**config.mk**
```make
export PLATFORM = sky130hd
export DESIGN_NAME = keypad_scanner
export DESIGN_NICKNAME = d
export VERILOG_FILES = /design/src/rtl/keypad_pkg.sv /design/src/rtl/keypad_slot_decode.sv /design/src/rtl/keypad_scanner.sv
export SDC_FILE = /design/constraint.sdc
export NUM_CORES = 1
export LEC_CHECK = 0
export ABC_AREA = 1
export CORE_ASPECT_RATIO = 0.7
export CORE_MARGIN = 2
export CORE_UTILIZATION = 40
export DETAILED_ROUTE_END_ITERATION = 10
export GPL_ROUTABILITY_DRIVEN = 0
export HOLD_SLACK_MARGIN = 0.15
export PLACE_DENSITY_LB_ADDON = 0.25
export SLEW_MARGIN = 15
export SYNTH_ARGS = -nofsm -noshare
export SYNTH_HDL_FRONTEND = slang
export SYNTH_SLANG_ARGS = --single-unit
export TNS_END_PERCENT = 100
```
**constraint.sdc**
```tcl
create_clock -name clk -period 2.6 [get_ports clk]
set_input_delay 0.26 -clock clk [delete_from_list [all_inputs] [get_ports clk]]
set_output_delay 0.26 -clock clk [all_outputs]
set_load 0.02 [all_outputs]
```
**src/rtl/keypad_pkg.sv**
```systemverilog
// keypad_pkg: keycodes, scan FSM states and column idle level shared by the keypad scanner.
package keypad_pkg;
  localparam logic [3:0] KEY_0 = 4'h0;
  localparam logic [3:0] KEY_1 = 4'h1;
  localparam logic [3:0] KEY_2 = 4'h2;
  localparam logic [3:0] KEY_3 = 4'h3;
  localparam logic [3:0] KEY_4 = 4'h4;
  localparam logic [3:0] KEY_5 = 4'h5;
  localparam logic [3:0] KEY_6 = 4'h6;
  localparam logic [3:0] KEY_7 = 4'h7;
  localparam logic [3:0] KEY_8 = 4'h8;
  localparam logic [3:0] KEY_9 = 4'h9;
  localparam logic [3:0] KEY_STAR = 4'hA;
  localparam logic [3:0] KEY_HASH = 4'hB;
  localparam logic [3:0] KEY_NONE = 4'hF;
  localparam logic [2:0] COL_IDLE = 3'b111;
  typedef enum logic [1:0] {IDLE, DEBOUNCE, PRESSED, RELEASE} state_t;
endpackage

```
**src/rtl/keypad_slot_decode.sv**
```systemverilog
// keypad_slot_decode: maps one scan slot's active-low column sample to a keycode.
module keypad_slot_decode
  import keypad_pkg::*;
(
  input  logic [2:0] sel,
  input  logic [2:0] column,
  output logic [3:0] code
);
  logic [1:0] idx;
  assign idx = (column == 3'b011) ? 2'd0 :
               (column == 3'b101) ? 2'd1 :
               (column == 3'b110) ? 2'd2 : 2'd3;
  always_comb begin
    code = KEY_NONE;
    if (sel < 3'd4 && idx != 2'd3)
      code = (sel == 3'd3) ? ((idx == 2'd0) ? KEY_STAR : (idx == 2'd1) ? KEY_0 : KEY_HASH)
                           : 4'({1'b0, sel}) * 4'd3 + 4'(idx) + 4'd1;
  end
endmodule

```
**src/rtl/keypad_scanner.sv**
```systemverilog
// keypad_scanner: frame-based keypad scan with a debounce FSM and one strobe per accepted press.
// Defining KEYPAD_AUTOREPEAT_EN re-strobes a held key after REPEAT_DLY frames, then every REPEAT_PER.
module keypad_scanner
  import keypad_pkg::*;
#(
  parameter int SCAN_ROWS       = 6,
  parameter int DEBOUNCE_FRAMES = 3,
  parameter int REPEAT_DLY      = 32,
  parameter int REPEAT_PER      = 8
) (
  input  logic       clk,
  input  logic       reset,
  input  logic       scan_en,
  input  logic [2:0] column,
  output logic [2:0] sel,
  output logic       key_valid,
  output logic [3:0] keycode,
  output logic       key_held
);
  if (SCAN_ROWS < 4 || SCAN_ROWS > 8) begin : g_bad_rows
    $error("SCAN_ROWS must be 4..8");
  end
  if (DEBOUNCE_FRAMES < 2 || DEBOUNCE_FRAMES > 15) begin : g_bad_deb
    $error("DEBOUNCE_FRAMES must be 2..15");
  end
  if (REPEAT_DLY < 1 || REPEAT_PER < 1) begin : g_bad_rpt
    $error("REPEAT_DLY and REPEAT_PER must be positive");
  end
  state_t     state, state_n;
  logic [3:0] acc, dec, result, cand, cand_n, cnt, cnt_n, cnt_inc, keycode_n;
  logic       last, fire, strobe;
  keypad_slot_decode u_dec (.sel(sel), .column(column), .code(dec));
  assign last     = (sel == 3'(SCAN_ROWS - 1));
  // lower slots are scanned first, so the first key seen in a frame wins
  assign result   = (acc != KEY_NONE) ? acc : dec;
  assign cnt_inc  = cnt + 4'd1;
  assign key_held = (state == PRESSED) || (state == RELEASE);
  always_comb begin
    state_n   = state;
    cnt_n     = cnt;
    cand_n    = cand;
    keycode_n = keycode;
    fire      = 1'b0;
    case (state)
      IDLE:
        if (result != KEY_NONE) begin
          state_n = DEBOUNCE;
          cand_n  = result;
          cnt_n   = 4'd1;
        end
      DEBOUNCE:
        if (result == cand) begin
          cnt_n = cnt_inc;
          if (cnt_inc == 4'(DEBOUNCE_FRAMES)) begin
            state_n   = PRESSED;
            keycode_n = cand;
            fire      = 1'b1;
          end
        end else if (result == KEY_NONE) begin
          state_n = IDLE;
        end else begin
          cand_n = result;
          cnt_n  = 4'd1;
        end
      PRESSED:
        if (result != cand) begin
          state_n = RELEASE;
          cnt_n   = (result == KEY_NONE) ? 4'd1 : 4'd0;
        end
      RELEASE:
        if (result == KEY_NONE) begin
          cnt_n = cnt_inc;
          if (cnt_inc == 4'(DEBOUNCE_FRAMES)) state_n = IDLE;
        end else if (result == cand) begin
          state_n = PRESSED;
        end else begin
          cnt_n = 4'd0;
        end
    endcase
  end
`ifdef KEYPAD_AUTOREPEAT_EN
  logic [15:0] rpt, rpt_n, rpt_inc;
  logic        rep, rep_n, hold, rpt_fire;
  // rep selects the initial delay or the steady repeat period
  always_comb begin
    rpt_inc  = rpt + 16'd1;
    hold     = (state == PRESSED) && (result == cand);
    rpt_fire = hold && (rpt_inc == (rep ? 16'(REPEAT_PER) : 16'(REPEAT_DLY)));
    rpt_n    = hold ? (rpt_fire ? 16'd0 : rpt_inc) : 16'd0;
    rep_n    = hold && (rep || rpt_fire);
  end
  always_ff @(posedge clk or negedge reset)
    if (!reset) begin
      rpt <= '0;
      rep <= 1'b0;
    end else if (scan_en && last) begin
      rpt <= rpt_n;
      rep <= rep_n;
    end
  assign strobe = fire || rpt_fire;
`else
  assign strobe = fire;
`endif
  always_ff @(posedge clk or negedge reset)
    if (!reset) begin
      sel       <= '0;
      acc       <= KEY_NONE;
      state     <= IDLE;
      cnt       <= '0;
      cand      <= KEY_NONE;
      keycode   <= KEY_NONE;
      key_valid <= 1'b0;
    end else begin
      key_valid <= scan_en && last && strobe;
      if (scan_en) begin
        sel <= last ? 3'd0 : sel + 3'd1;
        acc <= last ? KEY_NONE : result;
        if (last) begin
          state   <= state_n;
          cnt     <= cnt_n;
          cand    <= cand_n;
          keycode <= keycode_n;
        end
      end
    end
endmodule

```
==> run metrics <==
Clk pin slew, worst setup/hold paths 0.08 ns; ant diodes 0; initial core utilization 0.4123; vias post-DR 1494; Post-CTS Hold Fix Bufs 0; std cell rows 19; WP data arrival 2.90 ns; Pins Over Slew Limit 0; # port buffers 14; synth-to-layout area growth 37.20%; max_slew headroom 0.4024; Max IR drop VDD 0.5488 mV; detailed placer's ending HPWL 2756 um; vias in the first global route 1402; PwrDens 1326 nW/um2; final net count 276; Worst Path Max Fanout 5; Cell Area, Placed 1973 um2; crit path capture type register; Root Driver clkbuf_8; cell count after placement 302; period utilization 1.053; Crit Path Category register to register; share of layout cells above drive strength 1 0.3643; Crit path required time 2.76 ns; Sinks on Clock Net 22; most frequent cells in the layout 53 x nand2_1, 26 x nand3_1, 23 x buf_4; Seq. cell area 566.8 um2; Die X-Extent 79.54 um; Setup Skew 0.004032 ns; Clock Latency Late Sink 0.27 ns; yosys warns 0; Die Area 4524 um2; Final setup violation count 15; H-Tree Depth 1; Layout Cells excl Fill 310; Leak 1.111 nW; Avg Cell Area, Syn 7.397 um2; number of synthesized register bits 22; minimum clock period 2.737 ns; Slew @ Worst Pin 0.8937 ns; first-pass GRT wire length 6272 um; DIE HEIGHT 56.88 um; setup TNS -1.659 ns; Fmax 365.4 MHz; Final WS setup -0.1368 ns; IO Pins 15; sequential share of the synthesized area 0.3540; total gr overflow 0; area of the mapped netlist 1598 um2; Post-Syn Nets 233; final wirelength 3591 um; Design Area, Final 2192 um2; # fillers 342; Startpoint Class register; drt drc 0; CTS tree yes; synth unique cells 27; Pwr Total 2.908 mW; status complete, but fails checks; failing checks negative setup slack; Syn Inst Count 216; global-route total usage across every layer 0.1766; Routed WL per cell 11.58 um; antenna violations before repair 0; commonest non-fill, non-tap cell in the layout nand2_1; Tightest Hold Check Type register to register; Hold Path Depth 2; footprint of the multi-input gates 1055 um2; TritonCTS buffer count 3; Pre-Repair DR Iteration Count 4; largest net degree at the start of global routing 21; R2R depth 16; DRT iter0 DRCs 53; core area 3875 um2; Max clock buf depth 2; antenna viol nets, final 0; routed vias/inst 4.819; RSZ-0062 raised after global routing true; Max-cap violations 0; Hold Violations, Final 0
==> per-layer routing <==
metal / up-vias / routed length, um / share of wire / global-route usage
li1: 780 / - / - / -
met1: 678 / 1906 / 0.53 / 0.2722
met2: 31 / 1498 / 0.42 / 0.2533
met3: 5 / 159 / 0.044 / 0.03537
met4: 0 / 27 / 0.0075 / 0.03695
met5: - / 0 / 0 / 0
==> what timing repair did <==
action | CTS | global route
buffers inserted | 0 | 5
gates resized for setup | 21 | 28
endpoints found under the setup margin | 15 | 15
pin swaps | 9 | 13
==> per-stage QoR <==
step / setup WS [ns] / hold slack (ns) / utilization
6_report: -0.1368 / 0.4715 / 0.5657
5_1_grt: -0.3030 / 0.4890 / 0.5657
4_1_cts: -0.1914 / 0.4755 / 0.5308
3_5_place_dp: -0.8076 / 0.4624 / 0.5092
3_3_place_gp: -0.7550 / 0.4602 / 0.5092
2_1_floorplan: -0.1208 / -0.03559 / -
==> cell type report <==
class | instances | area share
Clock buffer | 3 | 0.01884
Clock inverter | 1 | 0.01370
Inverter | 28 | 0.04909
Multi-Input combinational cell | 165 | 0.4812
Sequential cell | 22 | 0.2586
Tap cell | 52 | 0.02968
Timing Repair Buffer | 39 | 0.1490
==> path summary, 6_finish.rpt <==
kind	from	end	slack [ns]
min	keycode[0]	keycode[0]	0.47
max reg2reg	sel[0]	state[1]	-0.14
min reg2reg	keycode[0]	keycode[0]	0.47
max	sel[0]	state[1]	-0.14
max in group asynchronous	reset	cand[3]	1.43
min in group asynchronous	reset	key_valid	0.49
==> state kept, by name (all words and copies together) (netlist names) <==
register / cells
acc: 4
cand: 4
cnt: 4
key_valid: 1
keycode: 4
sel: 3
state: 2
==> worst max-delay path: stages (launching register included) <==
cell and delay [ns]:
dfrtp_2 0.43, fa_1 0.56, fa_2 0.45, nand2_2 0.07, nand3_2 0.07, o21ai_4 0.19, inv_1 0.06, nand2_1 0.07
nand2_2 0.06, nor2_4 0.17, nand2_4 0.11, nand2_2 0.07, nand2_2 0.06, nor2_4 0.10, nand2_2 0.06, nand2_1 0.06
nand2_1 0.05
==> report_power, final <==
part	internal, mW	switching [mW]
combinational	0.871	1.08
clock	0.206	0.118
sequential	0.490	0.141
==> synth_stat cells (all sizes together) <==
cell type	number	area, um2
and2	2	12.51
dfrtp	10	250.2
nand3	31	155.2
dfstp	12	315.3
o22ai	2	12.51
fa	2	40.04
nor3	1	5.000
xnor2	2	17.52
nand2	76	322.8
nand4	5	46.29
inv	26	97.59
clkinv	2	8.750
o21ai	13	68.82
nor2	20	115.1
o21a	1	7.510
or2	1	6.260
ha	9	112.6
clkbuf	1	3.750
==> kinds of logic (layout without fill, tap and decap cells) <==
group                    after synthesis  count (layout)  share of synthesized area
AO/OA/AOI/OAI                         16              16                    0.05560
XOR/XNOR                               2               2                    0.01097
adder cells (fa/ha/maj)               11              11                    0.09554
buffers and inverters                 29              71                    0.06890
flip-flops                            22              22                     0.3540
AND/OR/NAND/NOR                      136             136                     0.4150
Power figures use the tool's default switching activity.
